**config.mk**
```make
export PLATFORM = sky130hd
export DESIGN_NAME = multicore_sched
export DESIGN_NICKNAME = d
export VERILOG_FILES = /design/src/rtl/multicore_sched.sv
export SDC_FILE = /design/constraint.sdc
export NUM_CORES = 1
export LEC_CHECK = 0
export ABC_AREA = 0
export BUFFER_PORTS_ARGS = -buffer_cell sky130_fd_sc_hd__buf_2
export CORE_AREA = 5 5 361 363
export DETAILED_ROUTE_END_ITERATION = 10
export DIE_AREA = 0 0 366 368
export HOLD_SLACK_MARGIN = 0.02
export PLACE_DENSITY = 0.33
export SLEW_MARGIN = 20
export SYNTH_ARGS = -nofsm -noshare
export SYNTH_HDL_FRONTEND = slang
export SYNTH_SLANG_ARGS = --single-unit
```
**constraint.sdc**
```tcl
create_clock -name clk_i -period 6.24 [get_ports clk_i]
set_clock_uncertainty 0.15 [all_clocks]
set_input_delay 1.872 -clock clk_i [delete_from_list [all_inputs] [get_ports clk_i]]
set_output_delay 1.872 -clock clk_i [all_outputs]
set_load 0.05 [all_outputs]
```
**src/rtl/multicore_sched.sv**
```systemverilog
// Staggered reset release for an array of cores plus a one-cycle merge of their output
// buses, using fixed-priority or round-robin arbitration, with a saturating collision counter.
module multicore_sched #(
    parameter int unsigned NCORES   = 25,
    parameter int unsigned DW       = 32,
    parameter int unsigned STAGGER  = 1320,
    parameter int unsigned ARB_MODE = 0,
    parameter int unsigned IW       = $clog2(NCORES)
) (
    input  logic                       clk_i,
    input  logic                       rst_ni,
    input  logic                       start_i,
    input  logic                       abort_i,
    output logic [NCORES-1:0]          core_rst_o,
    input  logic [NCORES*DW-1:0]       core_out_i,
    input  logic [2*NCORES-1:0]        core_en_i,
    output logic signed [DW-1:0]       io_out_o,
    output logic [1:0]                 out_en_o,
    output logic [IW-1:0]              out_idx_o,
    output logic                       collision_o,
    output logic [15:0]                coll_cnt_o,
    output logic                       busy_o,
    output logic                       all_run_o
);

    localparam int unsigned CW = $clog2(STAGGER + 1);

    typedef enum logic [1:0] {StIdle, StRelease, StRun} state_e;

    state_e            state_q;
    logic [NCORES-1:0] core_rst_q;
    logic [IW-1:0]     k_q;
    logic [IW-1:0]     k_nxt;
    logic [CW-1:0]     cnt_q;
    logic              busy_q;
    logic              all_run_q;

    assign k_nxt = k_q + IW'(1);

    always_ff @(posedge clk_i or negedge rst_ni) begin
        if (!rst_ni) begin
            state_q    <= StIdle;
            core_rst_q <= '1;
            k_q        <= '0;
            cnt_q      <= '0;
            busy_q     <= 1'b0;
            all_run_q  <= 1'b0;
        end else if (abort_i) begin
            state_q    <= StIdle;
            core_rst_q <= '1;
            k_q        <= '0;
            cnt_q      <= '0;
            busy_q     <= 1'b0;
            all_run_q  <= 1'b0;
        end else begin
            unique case (state_q)
                StIdle: begin
                    if (start_i) begin
                        state_q       <= StRelease;
                        core_rst_q[0] <= 1'b0;
                        k_q           <= '0;
                        cnt_q         <= '0;
                        busy_q        <= 1'b1;
                    end
                end
                StRelease: begin
                    if (cnt_q == CW'(STAGGER - 1)) begin
                        cnt_q <= '0;
                        // The last stagger period after the final release ends the sequence.
                        if (k_q == IW'(NCORES - 1)) begin
                            state_q   <= StRun;
                            busy_q    <= 1'b0;
                            all_run_q <= 1'b1;
                        end else begin
                            k_q               <= k_nxt;
                            core_rst_q[k_nxt] <= 1'b0;
                        end
                    end else begin
                        cnt_q <= cnt_q + CW'(1);
                    end
                end
                StRun: begin
                end
                default: state_q <= StIdle;
            endcase
        end
    end

    logic [NCORES-1:0]    cand;
    logic                 multi;
    logic                 lo_vld;
    logic [IW-1:0]        lo_idx;
    logic                 hi_vld;
    logic [IW-1:0]        hi_idx;
    logic                 gnt_vld;
    logic [IW-1:0]        gnt_idx;
    logic [DW-1:0]        gnt_data;
    logic [IW-1:0]        rr_ptr_q;
    logic signed [DW-1:0] io_out_q;
    logic [1:0]           out_en_q;
    logic [IW-1:0]        out_idx_q;
    logic                 collision_q;
    logic [15:0]          coll_cnt_q;

    // lo_* is the lowest candidate overall, hi_* the lowest candidate above the RR pointer.
    always_comb begin
        cand   = '0;
        lo_vld = 1'b0;
        lo_idx = '0;
        hi_vld = 1'b0;
        hi_idx = '0;
        for (int j = 0; j < NCORES; j++) begin
            cand[j] = (core_en_i[2*j +: 2] == 2'b01) && !core_rst_q[j];
        end
        for (int j = NCORES - 1; j >= 0; j--) begin
            if (cand[j]) begin
                lo_vld = 1'b1;
                lo_idx = IW'(j);
                if (IW'(j) > rr_ptr_q) begin
                    hi_vld = 1'b1;
                    hi_idx = IW'(j);
                end
            end
        end
        gnt_vld = lo_vld;
        gnt_idx = (ARB_MODE == 1 && hi_vld) ? hi_idx : lo_idx;
        gnt_data = '0;
        for (int j = 0; j < NCORES; j++) begin
            if (IW'(j) == gnt_idx) gnt_data = core_out_i[j*DW +: DW];
        end
    end

    assign multi = |(cand & (cand - NCORES'(1)));

    always_ff @(posedge clk_i or negedge rst_ni) begin
        if (!rst_ni) begin
            rr_ptr_q    <= IW'(NCORES - 1);
            io_out_q    <= '0;
            out_en_q    <= 2'b00;
            out_idx_q   <= '0;
            collision_q <= 1'b0;
            coll_cnt_q  <= '0;
        end else begin
            collision_q <= multi;
            if (multi && coll_cnt_q != 16'hFFFF) coll_cnt_q <= coll_cnt_q + 16'd1;
            if (gnt_vld) begin
                io_out_q  <= gnt_data;
                out_en_q  <= 2'b01;
                out_idx_q <= gnt_idx;
                rr_ptr_q  <= gnt_idx;
            end else begin
                io_out_q <= '0;
                out_en_q <= 2'b00;
            end
        end
    end

    assign core_rst_o  = core_rst_q;
    assign io_out_o    = io_out_q;
    assign out_en_o    = out_en_q;
    assign out_idx_o   = out_idx_q;
    assign collision_o = collision_q;
    assign coll_cnt_o  = coll_cnt_q;
    assign busy_o      = busy_q;
    assign all_run_o   = all_run_q;

endmodule

```
==> run_results.csv <==
group,metric,value,unit
outcome,run_status,"completed",
finish,final_nets,3368,
place,dpl.hpwl,142000,um
finish,stdcell_count,4222,
drt,drc,0,
synth,synthFlopType,"dfrtp_1",
worst_setup_path,crit_required,6.42,ns
drt,drt_iter0_drc,1837,
global_routing,grt_pass1_vias,18700,
drt,vias,18300,
worst_setup_path,cp-end-kind,"flop",
timing,fin_crit_sh,96.8,%
global_routing,grt_pass1_wl,200000,um
power,p_per_area,114,mW/mm^2
global_routing,grt-ovfl-total,0,
finish,utilization,15.7,%
finish,layout_common_cells,"934 x buf_2, 235 x buf_4, 168 x nand2_1, 118 x nor2_1, 100 x a21oi_1",
worst_setup_path,start_kind,"input pin",
drt,wl_per_cell,37.9,um
worst_setup_path,cp_max_fo,19,
power,p_leak,9.00,nW
floorplanning,num_rows,131,
synth,yosys.area.top_type,"dfrtp_1",
synth,ys_seq_elements,100,
drt,wl,160000,um
worst_setup_path,arrival,6.22,ns
place,place_congestion,0.936,
global_routing,grt_usage,22.6,%
place,place.port_buffers,935,
synth,netlist_area,0.0107,mm^2
timing,worst_hold_slack,0.329,ns
drt,avgViaCountPerCell,4.33,
floorplanning,start_util,8.43,%
floorplanning,fp.coreArea,0.127,mm^2
synth,synth_area_leaders,"dfrtp_1 18%, a221oi_1 6.5%, dfstp_2 6.2%, nand2_1 5.9%, a22oi_1 5.6%",
synth,netlist.area_leader.share,17.6,%
clock_network,cts.clk_slew.worst_paths,0.11,ns
clock_network,cts_tree,"built",
timing,slew_headroom,36.6,%
clock_network,cts_buffer_depth,2,
timing,slew_viol_final,0,
timing,fmaxAchievable,0.166,GHz
floorplanning,die-area,0.135,mm^2
power,ir_worst_vdd,0.000160,V
finish,final_common_cell,"buf_2",
synth,ys_types,87,
floorplanning,chipWidth,366,um
synth,yosysSeqAreaShare,23.7,%
drt,drt_pass1_iterations,6,
clock_network,cts_hold_buf,0,
floorplanning,die_h,368,um
synth,synth_area_per_cell,7.61,um^2
clock_network,cts.sinks,100,
synth,async_flop_share,100,%
timing,hold_viol,0,
floorplanning,num_io_pins,937,
synth,synth-edff-count,0,
hold_path,holdCritPathClass,"flop to flop",
timing,layout_min_cycle_time,6.04,ns
clock_network,clk_latency,0.44,ns
synth,syn_nets,2264,
clock_network,ctsRootBufferMaster,"clkbuf_16",
finish,area_delta_synth_final,86.5,%
global_routing,grt_max_degree,48,
drt,ant_nets,0,
timing,setup_violations,0,
clock_network,cts_setup_buffers,0,
place,post_dp_cell_area,0.0194,mm^2
finish,stdcell_area,0.0199,mm^2
synth,yosysWarnings,0,
place,dp.cells,4158,
global_routing,antenna_found_initial,128,
clock_network,numCtsBuffers,9,
finish,drive_gt1_share,52.4,%
clock_network,cts.htree.levels,3,
power,totalPowerFinal,2.28,mW
synth,synth_cells,1403,
worst_setup_path,crit_type,"input pin to flop",
run,maxCapViolCount,0,
timing,tightest_slew,0.950,ns
timing,rsz0062_at_grt,"false",
## cell usage after synthesis (all sizes together), types with 7 or more instances
cell / instances
a211oi: 16
a21o: 26
a21oi: 103
a221o: 22
a221oi: 80
a222oi: 30
a22o: 33
a22oi: 80
a31oi: 19
and3: 21
buf: 55
clkbuf: 51
dfrtp: 75
dfstp: 25
ha: 7
inv: 8
nand2: 169
nand2b: 8
nand3: 60
nand4: 15
nor2: 127
nor3: 39
nor3b: 27
nor4: 21
o211ai: 15
o21a: 8
o21ai: 85
o221ai: 43
o22ai: 17
or3b: 11
xnor2: 15
xor2: 9
## what timing repair did
item | in CTS | in global routing
gates cloned | 0 | 0
endpoints found under the setup margin | 2 | 2
endpoints found under the hold margin | 0 | 0
gates resized for setup | 2 | 2
## kinds of logic after synthesis
family	Yosys count	synth area share [%]
AO/OA/AOI/OAI	619	42.5
flip-flops	100	23.7
AND/OR/NAND/NOR	533	25.6
buffers and inverters	114	4.83
other	1	0.0351
XOR/XNOR	24	1.97
multiplexers	5	0.480
adder cells (fa/ha/maj)	7	0.820
## layer usage
layer	share of wire, %	global-route usage (%)	vias to the layer above
met5	0.28	0	-
met4	2.6	5.85	68
met3	7.6	6.51	211
met2	48	39.2	1034
met1	41	27.4	9034
li1	-	-	7935
## worst max-delay path: stages
cell and delay, ns:
buf_2 0.10, or3b_1 0.42, a2111oi_0 0.42, o21a_1 0.26
o21ai_1 0.16, buf_4 0.21, a21oi_4 0.30, buf_12 0.19
buf_12 0.18, nand3_1 0.40, nor2_1 0.38, nor3_1 0.11
o211ai_1 0.41, o22ai_2 0.38, o221a_2 0.38
## worst paths after layout
kind,endpoint,slack (ns),start,depth (start not counted)
max,io_out_o[30],0.20,core_en_i[37],15
min,out_idx_o[2],0.33,out_idx_o[2],2
max reg2reg,io_out_o[30],1.18,core_rst_o[2],13
min reg2reg,out_idx_o[2],0.33,out_idx_o[2],2
max in group asynchronous,io_out_o[30],3.44,rst_ni,2
min in group asynchronous,cnt_q[3],1.30,rst_ni,1
## report_power, final
group          internal (mW)  total, mW  switching, mW
clock network          0.292      0.712          0.420
logic                  0.337      0.858          0.521
registers              0.680      0.708         0.0282
total                   1.31       2.28          0.969
## layout make-up
class / count / area, um^2
clock buffer: 9 / 225
fill: 14800 / 107000
clock inverter: 7 / 91.3
timing repair buffer: 1199 / 7040
sequential: 100 / 2530
tap: 1662 / 2080
inverter: 8 / 30.0
multi-input combinational: 1189 / 7790
antenna: 48 / 120
## stage by stage
stage | setup WS (ns) | TNS, ns
5_1_grt | 0.0689 | 0
6_report | 0.199 | 0
4_1_cts | 0.0423 | 0
3_5_place_dp | -0.592 | -4.87
3_3_place_gp | -0.591 | -5.05
2_1_floorplan | 1.31 | 0
## flip-flops by register name (all words and copies together) (netlist names)
name / count
collision_o: 1
core_rst_o: 25
out_en_o: 1
out_idx_o: 5
state_q: 2
k_q: 5
all_run_o: 1
cnt_q: 11
coll_cnt_o: 16
io_out_o: 32
busy_o: 1
(Power assumes the default switching activity.)
